==> src/rtl/cpu_run_pkg.sv <==
`default_nettype none
// ============================================================================
// Module      : cpu_run_pkg
// Description : Shared types and default constants for the CPU run sequencer.
//               Optional feature macro used by this slice: RUN_CTRL_PC_TRACE_EN
// Revision    : 1.0  initial release
// ============================================================================
package cpu_run_pkg;

    // Sequencer states
    typedef enum logic [1:0] {
        RUN_IDLE  = 2'd0,
        RUN_RESET = 2'd1,
        RUN_RUN   = 2'd2,
        RUN_DONE  = 2'd3
    } run_state_e;

    // Default parameter values
    localparam int DEF_NUM_CPU    = 1;
    localparam int DEF_PC_W       = 16;
    localparam int DEF_CNT_W      = 16;
    localparam int DEF_RST_CYCLES = 4;

    // Width of a down-counter that is loaded with (cycles-1)
    function automatic int rst_cnt_w(input int cycles);
        return (cycles > 1) ? $clog2(cycles) : 1;
    endfunction

endpackage
`default_nettype wire

==> src/rtl/cpu_run_ctrl_if.sv <==
`default_nettype none
// ============================================================================
// Module      : cpu_run_ctrl_if
// Description : Control/status bundle between a test harness (master) and the
//               CPU run sequencer (slave). halt_pc is only meaningful when the
//               sequencer is built with RUN_CTRL_PC_TRACE_EN.
// Revision    : 1.0  initial release
// ============================================================================
interface cpu_run_ctrl_if
    import cpu_run_pkg::*;
#(
    parameter int NUM_CPU = DEF_NUM_CPU,
    parameter int PC_W    = DEF_PC_W,
    parameter int CNT_W   = DEF_CNT_W
);
    logic                    start;
    logic                    abort;
    logic [CNT_W-1:0]        budget;
    logic [NUM_CPU-1:0]      cpu_hlt;
    logic [NUM_CPU*PC_W-1:0] cpu_pc;
    logic [NUM_CPU-1:0]      cpu_rst_n;
    logic                    busy;
    logic                    done;
    logic                    timed_out;
    logic [NUM_CPU-1:0]      halt_mask;
    logic [CNT_W-1:0]        cycle_count;
    logic [NUM_CPU*PC_W-1:0] halt_pc;

    modport master (
        output start, abort, budget, cpu_hlt, cpu_pc,
        input  cpu_rst_n, busy, done, timed_out, halt_mask, cycle_count, halt_pc
    );

    modport slave (
        input  start, abort, budget, cpu_hlt, cpu_pc,
        output cpu_rst_n, busy, done, timed_out, halt_mask, cycle_count, halt_pc
    );
endinterface
`default_nettype wire

==> src/rtl/run_chan.sv <==
`default_nettype none
// ============================================================================
// Module      : run_chan
// Description : One core channel of the run sequencer: sticky halt flag and,
//               with RUN_CTRL_PC_TRACE_EN defined, the PC captured at the
//               core's first halt. Without the macro halt_pc_o is tied to 0.
// Revision    : 1.0  initial release
// ============================================================================
module run_chan #(
    parameter int PC_W = 16
) (
    input  wire logic            clk,
    input  wire logic            rst,
    input  wire logic            clr_i,
    input  wire logic            run_i,
    input  wire logic            hlt_i,
    input  wire logic [PC_W-1:0] pc_i,
    output logic                 mask_o,
    output logic                 hit_o,
    output logic [PC_W-1:0]      halt_pc_o
);
    logic mask_q;
    logic w_first;

    // First halt of this core within the current run
    assign w_first = run_i && hlt_i && !mask_q;

    // Sticky halt flag, cleared when a run is armed or aborted
    always_ff @(posedge clk) begin
        if (rst || clr_i) begin
            mask_q <= 1'b0;
        end else if (w_first) begin
            mask_q <= 1'b1;
        end
    end

    assign mask_o = mask_q;
    // Halted including this cycle's flag, so the FSM can finish on the same edge
    assign hit_o  = mask_q | (run_i & hlt_i);

`ifdef RUN_CTRL_PC_TRACE_EN
    logic [PC_W-1:0] halt_pc_q;

    // Capture the PC only on the first halt so later pulses cannot overwrite it
    always_ff @(posedge clk) begin
        if (rst || clr_i) begin
            halt_pc_q <= '0;
        end else if (w_first) begin
            halt_pc_q <= pc_i;
        end
    end

    assign halt_pc_o = halt_pc_q;
`else
    logic w_unused_pc;
    assign w_unused_pc = ^pc_i;
    assign halt_pc_o   = '0;
`endif

endmodule
`default_nettype wire

==> src/rtl/cpu_run_ctrl.sv <==
`default_nettype none
// ============================================================================
// Module      : cpu_run_ctrl
// Description : Run sequencer for NUM_CPU cores: holds the cores in reset for
//               RST_CYCLES cycles, releases them together, counts run cycles
//               and ends the run on all-halted, budget expiry or abort.
//               Optional macro RUN_CTRL_PC_TRACE_EN enables halt PC capture.
// Revision    : 1.0  initial release
// ============================================================================
module cpu_run_ctrl
    import cpu_run_pkg::*;
#(
    parameter int NUM_CPU    = DEF_NUM_CPU,
    parameter int PC_W       = DEF_PC_W,
    parameter int CNT_W      = DEF_CNT_W,
    parameter int RST_CYCLES = DEF_RST_CYCLES
) (
    input  wire logic     clk,
    input  wire logic     rst,
    cpu_run_ctrl_if.slave bus
);
    localparam int               RC_W      = rst_cnt_w(RST_CYCLES);
    localparam logic [RC_W-1:0]  C_RC_LOAD = RC_W'(RST_CYCLES - 1);
    localparam logic [CNT_W-1:0] C_CNT_MAX = '1;

    run_state_e          state_q;
    logic [RC_W-1:0]     rst_cnt_q;
    logic [CNT_W-1:0]    budget_q;
    logic [CNT_W-1:0]    cycle_cnt_q;
    logic [NUM_CPU-1:0]  cpu_rst_n_q;
    logic                busy_q;
    logic                done_q;
    logic                timed_out_q;

    logic                    w_arm;
    logic                    w_clr;
    logic                    w_run;
    logic                    w_all_halt;
    logic                    w_expire;
    logic [NUM_CPU-1:0]      w_mask;
    logic [NUM_CPU-1:0]      w_hit;
    logic [NUM_CPU*PC_W-1:0] w_halt_pc;

    // A start is only honoured from IDLE or DONE, and abort overrides it
    assign w_arm      = bus.start && !bus.abort &&
                        ((state_q == RUN_IDLE) || (state_q == RUN_DONE));
    assign w_clr      = bus.abort || w_arm;
    assign w_run      = (state_q == RUN_RUN);
    assign w_all_halt = &w_hit;
    assign w_expire   = (budget_q != '0) && (cycle_cnt_q == (budget_q - CNT_W'(1)));

    generate
        for (genvar i = 0; i < NUM_CPU; i++) begin : g_chan
            run_chan #(
                .PC_W (PC_W)
            ) u_chan (
                .clk       (clk),
                .rst       (rst),
                .clr_i     (w_clr),
                .run_i     (w_run),
                .hlt_i     (bus.cpu_hlt[i]),
                .pc_i      (bus.cpu_pc[i*PC_W +: PC_W]),
                .mask_o    (w_mask[i]),
                .hit_o     (w_hit[i]),
                .halt_pc_o (w_halt_pc[i*PC_W +: PC_W])
            );
        end
    endgenerate

    // Sequencer FSM with reset down-counter, run counter and status outputs
    always_ff @(posedge clk) begin
        if (rst || bus.abort) begin
            state_q     <= RUN_IDLE;
            rst_cnt_q   <= '0;
            budget_q    <= '0;
            cycle_cnt_q <= '0;
            cpu_rst_n_q <= '0;
            busy_q      <= 1'b0;
            done_q      <= 1'b0;
            timed_out_q <= 1'b0;
        end else begin
            case (state_q)
                RUN_IDLE, RUN_DONE: begin
                    if (bus.start) begin
                        state_q     <= RUN_RESET;
                        budget_q    <= bus.budget;
                        rst_cnt_q   <= C_RC_LOAD;
                        cycle_cnt_q <= '0;
                        cpu_rst_n_q <= '0;
                        busy_q      <= 1'b1;
                        done_q      <= 1'b0;
                        timed_out_q <= 1'b0;
                    end
                end
                RUN_RESET: begin
                    if (rst_cnt_q == '0) begin
                        state_q     <= RUN_RUN;
                        cpu_rst_n_q <= '1;
                    end else begin
                        rst_cnt_q <= rst_cnt_q - RC_W'(1);
                    end
                end
                RUN_RUN: begin
                    // Halt has priority over a simultaneous budget expiry
                    if (w_all_halt) begin
                        state_q     <= RUN_DONE;
                        busy_q      <= 1'b0;
                        done_q      <= 1'b1;
                        timed_out_q <= 1'b0;
                    end else if (w_expire) begin
                        state_q     <= RUN_DONE;
                        busy_q      <= 1'b0;
                        done_q      <= 1'b1;
                        timed_out_q <= 1'b1;
                    end else if (cycle_cnt_q != C_CNT_MAX) begin
                        cycle_cnt_q <= cycle_cnt_q + CNT_W'(1);
                    end
                end
                default: begin
                    state_q <= RUN_IDLE;
                end
            endcase
        end
    end

    assign bus.cpu_rst_n   = cpu_rst_n_q;
    assign bus.busy        = busy_q;
    assign bus.done        = done_q;
    assign bus.timed_out   = timed_out_q;
    assign bus.halt_mask   = w_mask;
    assign bus.cycle_count = cycle_cnt_q;
    assign bus.halt_pc     = w_halt_pc;

endmodule
`default_nettype wire

==> src/flat_wrapper.sv <==
// flat-port wrapper written by rule: the top's interface ports become plain ports
module cpu_run_ctrl_flat import cpu_run_pkg::*;
#(
    parameter int NUM_CPU    = DEF_NUM_CPU,
    parameter int PC_W       = DEF_PC_W,
    parameter int CNT_W      = DEF_CNT_W,
    parameter int RST_CYCLES = DEF_RST_CYCLES
)
  (clk, rst, bus_start, bus_abort, bus_budget, bus_cpu_hlt, bus_cpu_pc, bus_cpu_rst_n, bus_busy, bus_done, bus_timed_out, bus_halt_mask, bus_cycle_count, bus_halt_pc);
  cpu_run_ctrl_if #(.NUM_CPU(NUM_CPU), .PC_W(PC_W), .CNT_W(CNT_W)) bus_i ();
  input  wire logic clk;
  input  wire logic rst;
  input wire logic [$bits(bus_i.start)-1:0] bus_start;
  input wire logic [$bits(bus_i.abort)-1:0] bus_abort;
  input wire logic [$bits(bus_i.budget)-1:0] bus_budget;
  input wire logic [$bits(bus_i.cpu_hlt)-1:0] bus_cpu_hlt;
  input wire logic [$bits(bus_i.cpu_pc)-1:0] bus_cpu_pc;
  output wire logic [$bits(bus_i.cpu_rst_n)-1:0] bus_cpu_rst_n;
  output wire logic [$bits(bus_i.busy)-1:0] bus_busy;
  output wire logic [$bits(bus_i.done)-1:0] bus_done;
  output wire logic [$bits(bus_i.timed_out)-1:0] bus_timed_out;
  output wire logic [$bits(bus_i.halt_mask)-1:0] bus_halt_mask;
  output wire logic [$bits(bus_i.cycle_count)-1:0] bus_cycle_count;
  output wire logic [$bits(bus_i.halt_pc)-1:0] bus_halt_pc;
  assign bus_i.start = bus_start;
  assign bus_i.abort = bus_abort;
  assign bus_i.budget = bus_budget;
  assign bus_i.cpu_hlt = bus_cpu_hlt;
  assign bus_i.cpu_pc = bus_cpu_pc;
  assign bus_cpu_rst_n = bus_i.cpu_rst_n;
  assign bus_busy = bus_i.busy;
  assign bus_done = bus_i.done;
  assign bus_timed_out = bus_i.timed_out;
  assign bus_halt_mask = bus_i.halt_mask;
  assign bus_cycle_count = bus_i.cycle_count;
  assign bus_halt_pc = bus_i.halt_pc;
  cpu_run_ctrl #(.NUM_CPU(NUM_CPU), .PC_W(PC_W), .CNT_W(CNT_W), .RST_CYCLES(RST_CYCLES)) u_core (.clk(clk), .rst(rst), .bus(bus_i));
endmodule
==> config.mk <==
export PLATFORM = sky130hd
export DESIGN_NAME = cpu_run_ctrl_flat
export DESIGN_NICKNAME = d
export VERILOG_FILES = /design/src/rtl/cpu_run_pkg.sv /design/src/rtl/cpu_run_ctrl_if.sv /design/src/rtl/run_chan.sv /design/src/rtl/cpu_run_ctrl.sv /design/src/flat_wrapper.sv
export SDC_FILE = /design/constraint.sdc
export NUM_CORES = 1
export LEC_CHECK = 0
export ABC_CLOCK_PERIOD_IN_PS = 10880
export BUFFER_PORTS_ARGS = -buffer_cell sky130_fd_sc_hd__buf_4
export CORE_MARGIN = 5
export CORE_UTILIZATION = 55
export CTS_BUF_LIST = sky130_fd_sc_hd__clkbuf_16
export DETAILED_ROUTE_END_ITERATION = 10
export GPL_TIMING_DRIVEN = 0
export PLACE_DENSITY_LB_ADDON = 0.05
export SKIP_CTS_REPAIR_TIMING = 1
export SKIP_LAST_GASP = 1
export SYNTH_ARGS = -nofsm -noshare
export SYNTH_HDL_FRONTEND = slang
export SYNTH_SLANG_ARGS = --single-unit
export TNS_END_PERCENT = 50
==> constraint.sdc <==
create_clock -name clk -period 10.88 [get_ports clk]
set_clock_uncertainty 0.15 [all_clocks]
set_input_delay 1.088 -clock clk [delete_from_list [all_inputs] [get_ports clk]]
set_output_delay 1.088 -clock clk [all_outputs]
set_load 0.02 [all_outputs]
# == Yosys cells after proc, flatten, opt, wreduce, memory -nomap -nowiden ==
# Cells that the tools add are included.
# W data, S select, Z words.
# word_totals
register_bits,41
input_bits,37
out_inout_bits,37
# classes
n_reduce_logical,23
addsub,3
eq_ne,12
muxes,25
bitwise,2
# op_table
op,count
$mux W16,4
$pmux W16 S2,1
$add A16 B1 Y16 const B,1
$eq A16 B16 Y1,1
$ne A16 B16 Y1 const B,1
$reduce_bool A16 Y1,1
$sub A16 B1 Y16 const B,1
$mux W2,6
$reduce_and A3 Y1,4
$mux W1,8
$ne A2 B2 Y1 const B,4
$pmux W1 S2,4
$pmux W2 S3,1
$logic_and A1 B1 Y1,5
$reduce_and A5 Y1,1
$eq A2 B2 Y1 const B,2
$logic_not A2 Y1,2
$logic_or A1 B1 Y1,4
$ne A2 B1 Y1 const B,2
$pmux W2 S2,1
$reduce_bool A2 Y1,2
$ne A3 B1 Y1 const B,1
$eq A2 B1 Y1 const B,1
$logic_not A1 Y1,2
other kinds (5),5

# == Logic depth before layout (Yosys ltp) ==
# Gate-level depths: netlist of run 1.
# logic_depth
word_depth,6
ltp_mapped,13
mapped_depth_nobuf,10

# == By module ==
# Synthesis of run 1 repeated with hierarchy kept, for this count alone.
# hier_totals
cells_unflattened,336
hier_area_um2,2690.1
# by_module_without_submodules
mod,cells_each,seq_area_each_um2,area_each_um2,instances
cpu_run_ctrl,316,800.8,2526.2,1
run_chan,20,20.0,163.9,1

# == Least setup slack after synthesis of run 1 ==
# No wires, ideal clock.
# synth_path
kind,reg2reg
startpoint,reg u_core.budget_q[0]
endpoint,reg u_core.state_q[1]
required_time_ns,10.613
arrival_time_ns,3.142
n_path_buf,2
slack_ns,7.470
path_stages_with_launch,13
setup_ns,0.117
cell_sequence,dfxtp_1 inv_1 ha_1 or4b_1 clkbuf_1 or3b_1 a211oi_1 nor3_1 or4b_4 o31ai_4 buf_6 nand3b_1 a32o_1
# synth_via
elab_chain_cells,5
word_cells_on_any_way,6
# synth_lines
item,line_no,rtl
from (decl),cpu_run_ctrl.sv:28,logic [CNT_W-1:0] budget_q;
from (signal assigned),cpu_run_ctrl.sv:86,budget_q <= bus.budget;
$sub A16 B1 Y16,cpu_run_ctrl.sv:50,assign w_expire = (budget_q != '0) && (cycle_cnt_q == (budget_q - CNT_W'(1)));
$eq A16 B16 Y1,cpu_run_ctrl.sv:50,
$logic_and A1 B1 Y1 (*),cpu_run_ctrl.sv:50,
$ne A3 B1 Y1 (no line) (*),-,
$reduce_and A3 Y1 (no line) (*),-,
to (signal assigned),cpu_run_ctrl.sv:73,state_q <= RUN_IDLE;
to (signal assigned),cpu_run_ctrl.sv:85,state_q <= RUN_RESET;
to (signal assigned),cpu_run_ctrl.sv:97,state_q <= RUN_RUN;
to (decl),cpu_run_ctrl.sv:26,run_state_e state_q;
# Every way passes the cells marked *; elsewhere a longest branch is shown, timed or not.
# A chain may end at the register's enable or synchronous reset.

# == Worst setup path after layout of run 1 ==
# layout_path
startpoint,reg u_core.budget_q[0]
endpoint,reg u_core.state_q[0]
# The elaborated chain is that of the path after synthesis.

==> results.toml, run 1 <==
[yosys]
synth_ff_type = "dfxtp_1"
postSynth.asyncResetShare = 0
yosys_warnings = 0
synth_area_um2 = 2630
yosys.area.top_type = "dfxtp_1"
synth-edff-count = 0
ys_seq_area_frac = 0.312
postSynthAreaPerCell_um2 = 8.03
netlist_instances = 328
netlist.area_leader.share = 0.312
synth_area_leaders = "dfxtp_1, a21oi_1, nand2_1"
synth_cell_types = 59
synth-seq-cells = 41

[grt]
grt_max_degree = 14
antenna_found_initial = 0
grt_usage = 0.213
grt_pass1_wl_mm = 10.7
overflow = 0
grt_pass1_vias = 2260

[finish]
final_cells = 446
drive_gt1_frac = 0.230
fin_util = 0.684
layout.nets = 434
fill_cells = 408
antennaDiodeCount = 0
fin_area_um2 = 3210
area_growth_pct = 21.9

[floorplanning]
rows = 25
fp.dieH_um = 79.2
initial_utilization = 0.561
dieArea_um2 = 6270
coreArea_um2 = 4690
ios = 74
fp.dieW_um = 79.2

[timing]
finalCriticalPeriod_ns = 3.83
rsz0062_at_grt = "no"
worstMarginPinSlew_ns = 0.502
relSlewSlack = 0.663
finalHoldViolations = 0
finalWorstSetupSlack_ns = 7.05
drv_slew = 0
period_share = 0.352
timing.fmax_mhz = 261
setup_viol = 0
hold_ws_ns = 0.311
final.setup.tns_ns = 0

[routing]
vias_per_cell = 5.64
wirelength_met1_mm = 2.98
drcViolationCount = 0
top_layer_used = "met4"
drtPass1Iterations = 4
wirelength_mm = 6.57
met3WireLength_um = 382
num_vias = 2514
wl_per_cell_um = 14.7
wl_met2_mm = 3.14
dr.first_iter.drc_count = 110
detail-route-antenna-nets = 0

[worst_setup_path]
worstPathMaxFanout = 10
worst_r2r_endpoint = "u_core.state_q[0]$_SDFFE_PP0P_"
r2r-start = "u_core.budget_q[0]$_SDFFE_PP0P_"
cp.required_ns = 10.89
endpoint_kind = "register"
startpoint_type = "register"
reg2reg_depth = 13
endpoint = "u_core.state_q[0]$_SDFFE_PP0P_"
crit_start = "u_core.budget_q[0]$_SDFFE_PP0P_"
criticalPathCategory = "register to register"
arrival_ns = 3.83
ff2ff_setup_slack_ns = 7.05

[clock_network]
htree_levels = 2
cts.path.max_buffers = 2
cts_tree = "built"
cts_sinks = 41
cts-root-buf = "clkbuf_16"
cts_buffers = 5
path_clk_slew_ns = 0.06
clkLatencyLatePin_ns = 0.29

[pwr]
leakage_nw = 1.26
p_per_area_nw_per_um2 = 119
finalPower_uw = 381
ir_drop_v = 0.000113

[placed_design]
numPortBuffers = 41
dp_hpwl_mm = 4.82
dpl.cell_count = 438
place_area_um2 = 3060
dpl_worst_slack_ns = 7.10
gp_congestion = 0.834

[min_path]
hp-class = "register to register"
worst_hold_path.num_cells = 2

[status]
status = "completed"

[flow_run]
cap_violations = 0
cell usage after synthesis, types with 2 or more instances:
| cell | number |
|---|---|
| a32o_1 | 2 |
| nor2b_1 | 6 |
| mux2i_1 | 2 |
| o31ai_1 | 12 |
| ha_1 | 6 |
| and4_1 | 2 |
| nor3_1 | 11 |
| buf_2 | 2 |
| clkbuf_1 | 10 |
| nand4_1 | 4 |
| o21ai_2 | 5 |
| inv_1 | 8 |
| o21ai_0 | 4 |
| nor2_1 | 18 |
| nand3_1 | 8 |
| and3_1 | 5 |
| or2_2 | 3 |
| buf_4 | 16 |
| a21oi_1 | 37 |
| a21oi_2 | 2 |
| nand2_1 | 44 |
| xor2_1 | 4 |
| a31oi_1 | 3 |
| or3_1 | 11 |
| dfxtp_1 | 41 |
| or4_2 | 3 |
| o21ai_1 | 3 |
| a211oi_1 | 3 |
| xnor2_1 | 14 |
| buf_12 | 2 |
| or4_1 | 8 |
| and2_1 | 2 |
state kept, by name, indices dropped and copies added (netlist names):
register                     cells
u_core.budget_q                 16
u_core.bus.cycle_count          16
u_core.rst_cnt_q                 2
u_core.state_q                   2
u_core.bus.busy                  1
u_core.bus.cpu_rst_n             1
u_core.bus.done                  1
u_core.bus.timed_out             1
u_core.g_chan.u_chan.mask_o      1
routing by layer:
layer | vias to the layer above | GRT usage
met5 | - | 0
met4 | 0 | 0.0619
met3 | 7 | 0.0408
met2 | 72 | 0.361
met1 | 1158 | 0.273
li1 | 1277 | -
power breakdown:
part	leakage, nW	internal, mW	switching [mW]
Combinational	0.857	0.0333	0.0425
Clock	0.0672	0.0842	0.0623
Sequential	0.332	0.154	0.00453
Total	1.26	0.271	0.109
cell families after synthesis:
group	share of synthesized area
other	0.00142
flip-flops	0.312
XOR/XNOR	0.0599
buffers and inverters	0.0946
AO/OA/AOI/OAI	0.201
adder cells (fa/ha/maj)	0.0285
multiplexers	0.0204
AND/OR/NAND/NOR	0.282
worst min-delay path by stage:
| stage | endpoint | start |
|---|---|---|
| after global placement | u_core.bus.done$_SDFFE_PP0P_ | u_core.bus.done$_SDFFE_PP0P_ |
| after CTS | u_core.bus.done$_SDFFE_PP0P_ | u_core.bus.done$_SDFFE_PP0P_ |
| after floorplan | u_core.budget_q[13]$_SDFFE_PP0P_ | u_core.budget_q[13]$_SDFFE_PP0P_ |
| after global routing | u_core.bus.done$_SDFFE_PP0P_ | u_core.bus.done$_SDFFE_PP0P_ |
| after detailed placement | u_core.bus.done$_SDFFE_PP0P_ | u_core.bus.done$_SDFFE_PP0P_ |
| final | u_core.bus.done$_SDFFE_PP0P_ | u_core.bus.done$_SDFFE_PP0P_ |
worst max-delay path: stages (launching register included):
cell      delay, ns
dfxtp_1        0.36
inv_1          0.10
ha_1           0.23
or4b_1         0.44
clkbuf_1       0.19
or3b_1         0.38
a211oi_1       0.27
nor3_1         0.07
or4b_4         0.54
o31ai_4        0.38
buf_6          0.23
buf_12         0.14
and3_1         0.17
nor3_2         0.04
cell type report:
cell class	count	area (um2)	share of cell area
buffer	31	219	0.0683
clock buffer	5	125	0.0390
clock inverter	3	18.8	0.00585
inverter	8	30.0	0.00936
multi-input combinational	263	1620	0.505
sequential	41	821	0.256
tap	54	67.6	0.0211
timing repair buffer	41	308	0.0959
cell usage in the layout (no fill, tap or decap), types with 3 or more instances in the layout:
cell,n
nand3_1,8
buf_4,57
or4_2,3
clkbuf_16,5
a31oi_1,3
ha_1,6
o21ai_0,4
a211oi_1,3
and3_1,5
o31ai_1,12
nor3_1,11
nor2_1,18
o21ai_2,5
a21oi_1,37
nand4_1,4
nand2_1,44
dfxtp_1,41
inv_1,9
or4_1,8
or2_2,3
clkbuf_1,10
xnor2_1,14
nor2b_1,6
o21ai_1,3
conb_1,16
or3_1,11
xor2_1,4
(Power assumes the default switching activity.)
==> inputs of run 2 (changes only) <==
ABC_CLOCK_PERIOD_IN_PS = 3750   (was 10880)
CORE_UTILIZATION = 52   (was 55)
clock period = 3.75 ns   (was 10.88 ns; I/O delays follow)
==> run 2 against run 1 <==
Against the previous run:
- core utilization fell by 0.69 points
- final cell count rose by 3.6%
- clock power rose to 2.9 times the previous value
- fmax rose by 6.5%
- clock-buffer cell count did not move
- flip-flop and latch count did not move
- combinational power rose to 3.0 times the previous value
- wire length fell by 1.2%
- critical endpoint unchanged
- largest cell class unchanged
==> results.toml, run 2 (synthesized netlist as in run 1, its figures left out) <==
[pwr]
p_sw_frac = 0.288
seqPwrFrac = 0.414
p_per_area_nw_per_um2 = 340
p_sw_uw = 319
clkPwrFrac = 0.384
ir_drop_v = 0.000255
leakage_nw = 1.27
internal-power_uw = 790
combPwrFrac = 0.202
finalPower_mw = 1.11

[worst_setup_path]
worstPathMaxFanout = 10
arrival_ns = 3.60
ff2ff_setup_slack_ns = 0.15
cp.required_ns = 3.75
reg2reg_depth = 12
r2r-start = "u_core.budget_q[0]$_SDFFE_PP0P_"
crit_path_frequent_cell = "or4b_4"
startpoint_type = "register"
endpoint_kind = "register"
criticalPathCategory = "register to register"
worst_r2r_endpoint = "u_core.state_q[0]$_SDFFE_PP0P_"
crit_chain = "inv_1 > ha_2 > or4b_4 > or3b_1 > a211oi_1 > nor3_1 > or4b_4 > o31ai_4 > buf_6 > buf_12 > and3_1 > nor3_2"
crit_path_max_incr_delay_ns = 0.54
slowest_stage = "or4b_4"

[floorplanning]
ios = 74
dieArea_um2 = 6590
fp.dieW_um = 81.2
fp.dieH_um = 81.2
coreArea_um2 = 4820
rows = 25
initial_utilization = 0.546

[placed_design]
numPortBuffers = 41
dp_hpwl_mm = 4.88
dpl.cell_count = 451
gp_congestion = 0.836

[min_path]
hold_end = "u_core.budget_q[9]$_SDFFE_PP0P_"
worst_hold_path.num_cells = 3
hp-class = "primary input to register"
min_from = "bus_budget[9]"

[finish]
final_cells = 462
antennaDiodeCount = 0
layout_commonest_cell = "buf_4"
fin_util = 0.677
area_growth_pct = 23.9
mostFrequentLayoutCells = "buf_4, nand2_1, dfxtp_1"
drive_gt1_frac = 0.246
layout.nets = 437

[routing]
detail-route-antenna-nets = 0
num_vias = 2518
drtPass1Iterations = 4
wl_per_cell_um = 14.1
drcViolationCount = 0
wirelength_mm = 6.50
dr.first_iter.drc_count = 106
vias_per_cell = 5.45

[timing]
finalCriticalPeriod_ns = 3.60
final.setup.tns_ns = 0
drv_slew = 0
setup_viol = 0
period_share = 0.959
timing.fmax_mhz = 278
finalHoldViolations = 0
hold_ws_ns = 0.182

[flow_run]
cap_violations = 0

[clock_network]
clkLatencyLatePin_ns = 0.29
cts.path.max_buffers = 2
htree_levels = 2
cts_buffers = 5
cts_tree = "built"
cts-root-buf = "clkbuf_16"
path_clk_slew_ns = 0.06
cts_sinks = 41

[grt]
grt_max_degree = 14
overflow = 0
grt_pass1_vias = 2282
antenna_found_initial = 0
grt_pass1_wl_mm = 10.7
grt_usage = 0.205

[status]
status = "completed"
-- run 2: cell types whose count changed in the layout (fill, tap and decap cells not counted), sizes merged --
| cell | before | now |
|---|---|---|
| clkbuf | 15 | 14 |
| buf | 62 | 66 |
-- run 2: worst max path at each step --
| stage | from | end |
|---|---|---|
| floorplan | u_core.budget_q[0]$_SDFFE_PP0P_ | u_core.state_q[1]$_SDFFE_PP0P_ |
| global placement | u_core.budget_q[0]$_SDFFE_PP0P_ | u_core.state_q[0]$_SDFFE_PP0P_ |
| detailed placement | u_core.budget_q[0]$_SDFFE_PP0P_ | u_core.state_q[0]$_SDFFE_PP0P_ |
| CTS | u_core.budget_q[0]$_SDFFE_PP0P_ | u_core.state_q[0]$_SDFFE_PP0P_ |
| global route | u_core.budget_q[0]$_SDFFE_PP0P_ | u_core.state_q[0]$_SDFFE_PP0P_ |
| finish | u_core.budget_q[0]$_SDFFE_PP0P_ | u_core.state_q[0]$_SDFFE_PP0P_ |
-- run 2: routing by layer --
metal  part of all wire  up-vias  routed length (um)  track usage
met5                  0        -                   0            0
met4             0.0082        0                  53       0.0608
met3              0.039        6                 253       0.0399
met2               0.48       53                3100        0.350
met1               0.48     1171                3090        0.261
li1                   -     1288                   -            -
-- run 2: metrics by stage --
stage,cell area [um2],worst slack (ns)
after floorplan,2690,0.340
after global placement,3080,-0.0113
after detailed placement,3080,-0.00411
after CTS,3220,-0.0553
after global routing,3260,-0.0174
final,3260,0.155
-- run 2: power by group through the flow --
stage               clock network (mW)  registers [mW]  logic (mW)
floorplan                            0           0.468       0.167
global placement                     0           0.469       0.214
global route                     0.452           0.461       0.248
CTS                              0.433           0.459       0.219
finish                           0.427           0.459       0.224
detailed placement                   0           0.469       0.217
-- run 2: cell type report --
cell class	instances	area [um2]
multi-input combinational	263	1630
fill	452	1560
sequential	41	821
timing repair buffer	45	338
buffer	30	215
clock buffer	5	125
tap	67	83.8
inverter	8	30.0
clock inverter	3	18.8
-- run 2: worst max-delay path: cells and delay by family, from the launching register on --
| kind | cells | cell delay (ns) |
|---|---|---|
| simple gates | 6 | 1.72 |
| flops | 1 | 0.36 |
| buf+inv | 3 | 0.43 |
| compound gates | 2 | 0.59 |
| fa+ha+maj | 1 | 0.21 |
==> inputs of run 3 (changes only) <==
CORE_UTILIZATION = 53   (was 52)
CTS_BUF_LIST = not set   (was sky130_fd_sc_hd__clkbuf_16)
SYNTH_HIERARCHICAL = 1   (was not set)
==> run 3 against run 2 <==
Against the previous run:
- synthesized cell count grew 2.4%
- combinational power up 7%
- largest cell class unchanged
- highest routed layer unchanged
- cell area is essentially flat
- area after synthesis is 2.2% higher
- via count up 1.1%
- die area grew 0.23%
- final cell count up 1.7%
- global-route usage rose by 0.27 points
==> results.toml, run 3 <==
[clock_network]
cts_buffers = 5
htree_levels = 2
cts.path.max_buffers = 2
clkLatencyLatePin_ns = 0.29
cts-root-buf = "clkbuf_8"
cts_tree = "built"
cts_sinks = 41
path_clk_slew_ns = 0.08

[min_path]
worst_hold_path.num_cells = 2
hold_end = "u_core/g_chan[0].u_chan/mask_o$_SDFFE_PP0P_"
min_from = "rst"
hp-class = "primary input to register"

[routing]
num_vias = 2545
drcViolationCount = 0
wirelength_mm = 6.49
drtPass1Iterations = 4
wl_per_cell_um = 13.8
detail-route-antenna-nets = 0
dr.first_iter.drc_count = 141
vias_per_cell = 5.41

[worst_setup_path]
worstPathMaxFanout = 10
worst_r2r_endpoint = "u_core/bus.cycle_count[15]$_SDFFE_PP0P_"
crit_family = "simple AND/OR/NAND/NOR gates"
arrival_ns = 3.53
cp.required_ns = 3.82
r2r-start = "u_core/budget_q[0]$_SDFFE_PP0P_"
crit_chain = "clkbuf_1 > inv_1 > ha_1 > buf_2 > and3_1 > or3_1 > or4_4 > nor4b_4 > a21o_4 > buf_6 > buf_8 > o21ai_1 > a21oi_1"
path_buf_inv = 5
reg2reg_depth = 13
endpoint_kind = "register"
criticalPathCategory = "register to register"
crit_path_max_incr_delay_ns = 0.52
ff2ff_setup_slack_ns = 0.29
startpoint_type = "register"
slowest_stage = "or4_4"

[yosys]
synth_top_family_by_area = "simple AND/OR/NAND/NOR gates"
synth-adder-area-share = 0.0326
synth_common_cells = "nand2_1, dfxtp_1, a21oi_1"
synth-simple-area-share = 0.285
synth_compound_area_frac = 0.189
postSynth.asyncResetShare = 0
yosys-mux-area-fraction = 0.0200
yosys.area.top_type = "dfxtp_1"
synth-xor-area-share = 0.0702
synth_cell_types = 64
netlist_instances = 336
netlist.area_leader.share = 0.305
ys_seq_area_frac = 0.305
synth_area_um2 = 2690
synth_most_common_cell = "nand2_1"
yosys_warnings = 6
synth_ff_type = "dfxtp_1"
synth-seq-cells = 41
synth-edff-count = 0
synth_area_leaders = "dfxtp_1, a21oi_1, nand2_1"
postSynthAreaPerCell_um2 = 8.01

[timing]
hold_ws_ns = 0.0960
finalHoldViolations = 0
setup_viol = 0
worstMarginPinSlew_ns = 0.609
finalCriticalPeriod_ns = 3.46
drv_slew = 0
relSlewSlack = 0.593
finalWorstSetupSlack_ns = 0.290
period_share = 0.923
timing.fmax_mhz = 289
final.setup.tns_ns = 0
rsz0062_at_grt = "no"

[floorplanning]
dieArea_um2 = 6600
ios = 74
fp.dieH_um = 81.2
initial_utilization = 0.537
fp.dieW_um = 81.2
coreArea_um2 = 5010
rows = 26

[placed_design]
dp_hpwl_mm = 4.90
dpl.cell_count = 462
place_area_um2 = 3140
numPortBuffers = 41
dpl_worst_slack_ns = 0.294
gp_congestion = 0.859

[grt]
antenna_found_initial = 0
grt_pass1_vias = 2240
grt_pass1_wl_mm = 10.7
grt_max_degree = 13
overflow = 0
grt_usage = 0.208

[finish]
area_growth_pct = 21.1
fin_area_um2 = 3260
drive_gt1_frac = 0.203
final_cells = 470
fill_cells = 476
layout.nets = 443
fin_util = 0.650
mostFrequentLayoutCells = "buf_4, nand2_1, dfxtp_1"
layout_commonest_cell = "buf_4"
antennaDiodeCount = 0

[pwr]
p_per_area_nw_per_um2 = 328
ir_drop_v = 0.000177
leakage_nw = 1.31
finalPower_mw = 1.07

[flow_run]
cap_violations = 0

[status]
status = "completed"
## run 3: changes by cell type in the layout (fill, tap and decap cells not counted), sizes merged, moves of 4 or more
cell	before	now
clkbuf	14	19
xor2	4	10
nand2	44	48
nor4	1	5
xnor2	14	9
o31ai	13	4
nor2b	6	2
inv	9	13
or4	12	7
## run 3: how the worst max path moves through the flow
stage,endpoint,from,slack [ns],cells past startpoint
after floorplan,u_core/bus.cycle_count[0]$_SDFFE_PP0P_,u_core/budget_q[0]$_SDFFE_PP0P_,0.69,13
after global placement,u_core/bus.cycle_count[0]$_SDFFE_PP0P_,u_core/budget_q[0]$_SDFFE_PP0P_,0.36,13
after detailed placement,u_core/bus.cycle_count[0]$_SDFFE_PP0P_,u_core/budget_q[0]$_SDFFE_PP0P_,0.29,13
after CTS,u_core/bus.cycle_count[0]$_SDFFE_PP0P_,u_core/budget_q[0]$_SDFFE_PP0P_,0.28,13
after global routing,u_core/bus.cycle_count[0]$_SDFFE_PP0P_,u_core/budget_q[0]$_SDFFE_PP0P_,0.06,13
final,u_core/bus.cycle_count[15]$_SDFFE_PP0P_,u_core/budget_q[0]$_SDFFE_PP0P_,0.29,13
## run 3: cell type report
class	instances	area, um2	area share
multi-input combinational	263	1670	0.511
clock buffer	7	86.3	0.0265
clock inverter	1	30.0	0.00922
inverter	13	48.8	0.0150
timing repair buffer	41	308	0.0945
buffer	34	211	0.0649
tap	70	87.6	0.0269
sequential	41	821	0.252
## run 3: logic make-up after synthesis
family | count (synthesis)
adders and majority gates | 7
and+or+nand+nor | 137
buffers and inverters | 47
other | 1
AOI/OAI and AO/OA | 78
muxes | 5
DFF | 41
xor gates and xnor gates | 20
## run 3: where the power goes
part	internal, mW	total [mW]	switching, mW
clock	0.217	0.372	0.155
sequential	0.446	0.459	0.0131
combinational	0.104	0.239	0.135
total	0.767	1.07	0.303
## run 3: metal layers
metal | track usage | vias to the layer above | wire length [um]
li1 | - | 1301 | -
met1 | 0.283 | 1164 | 3140
met2 | 0.319 | 67 | 2920
met3 | 0.0344 | 13 | 319
met4 | 0.0963 | 0 | 115
met5 | 0 | - | 0
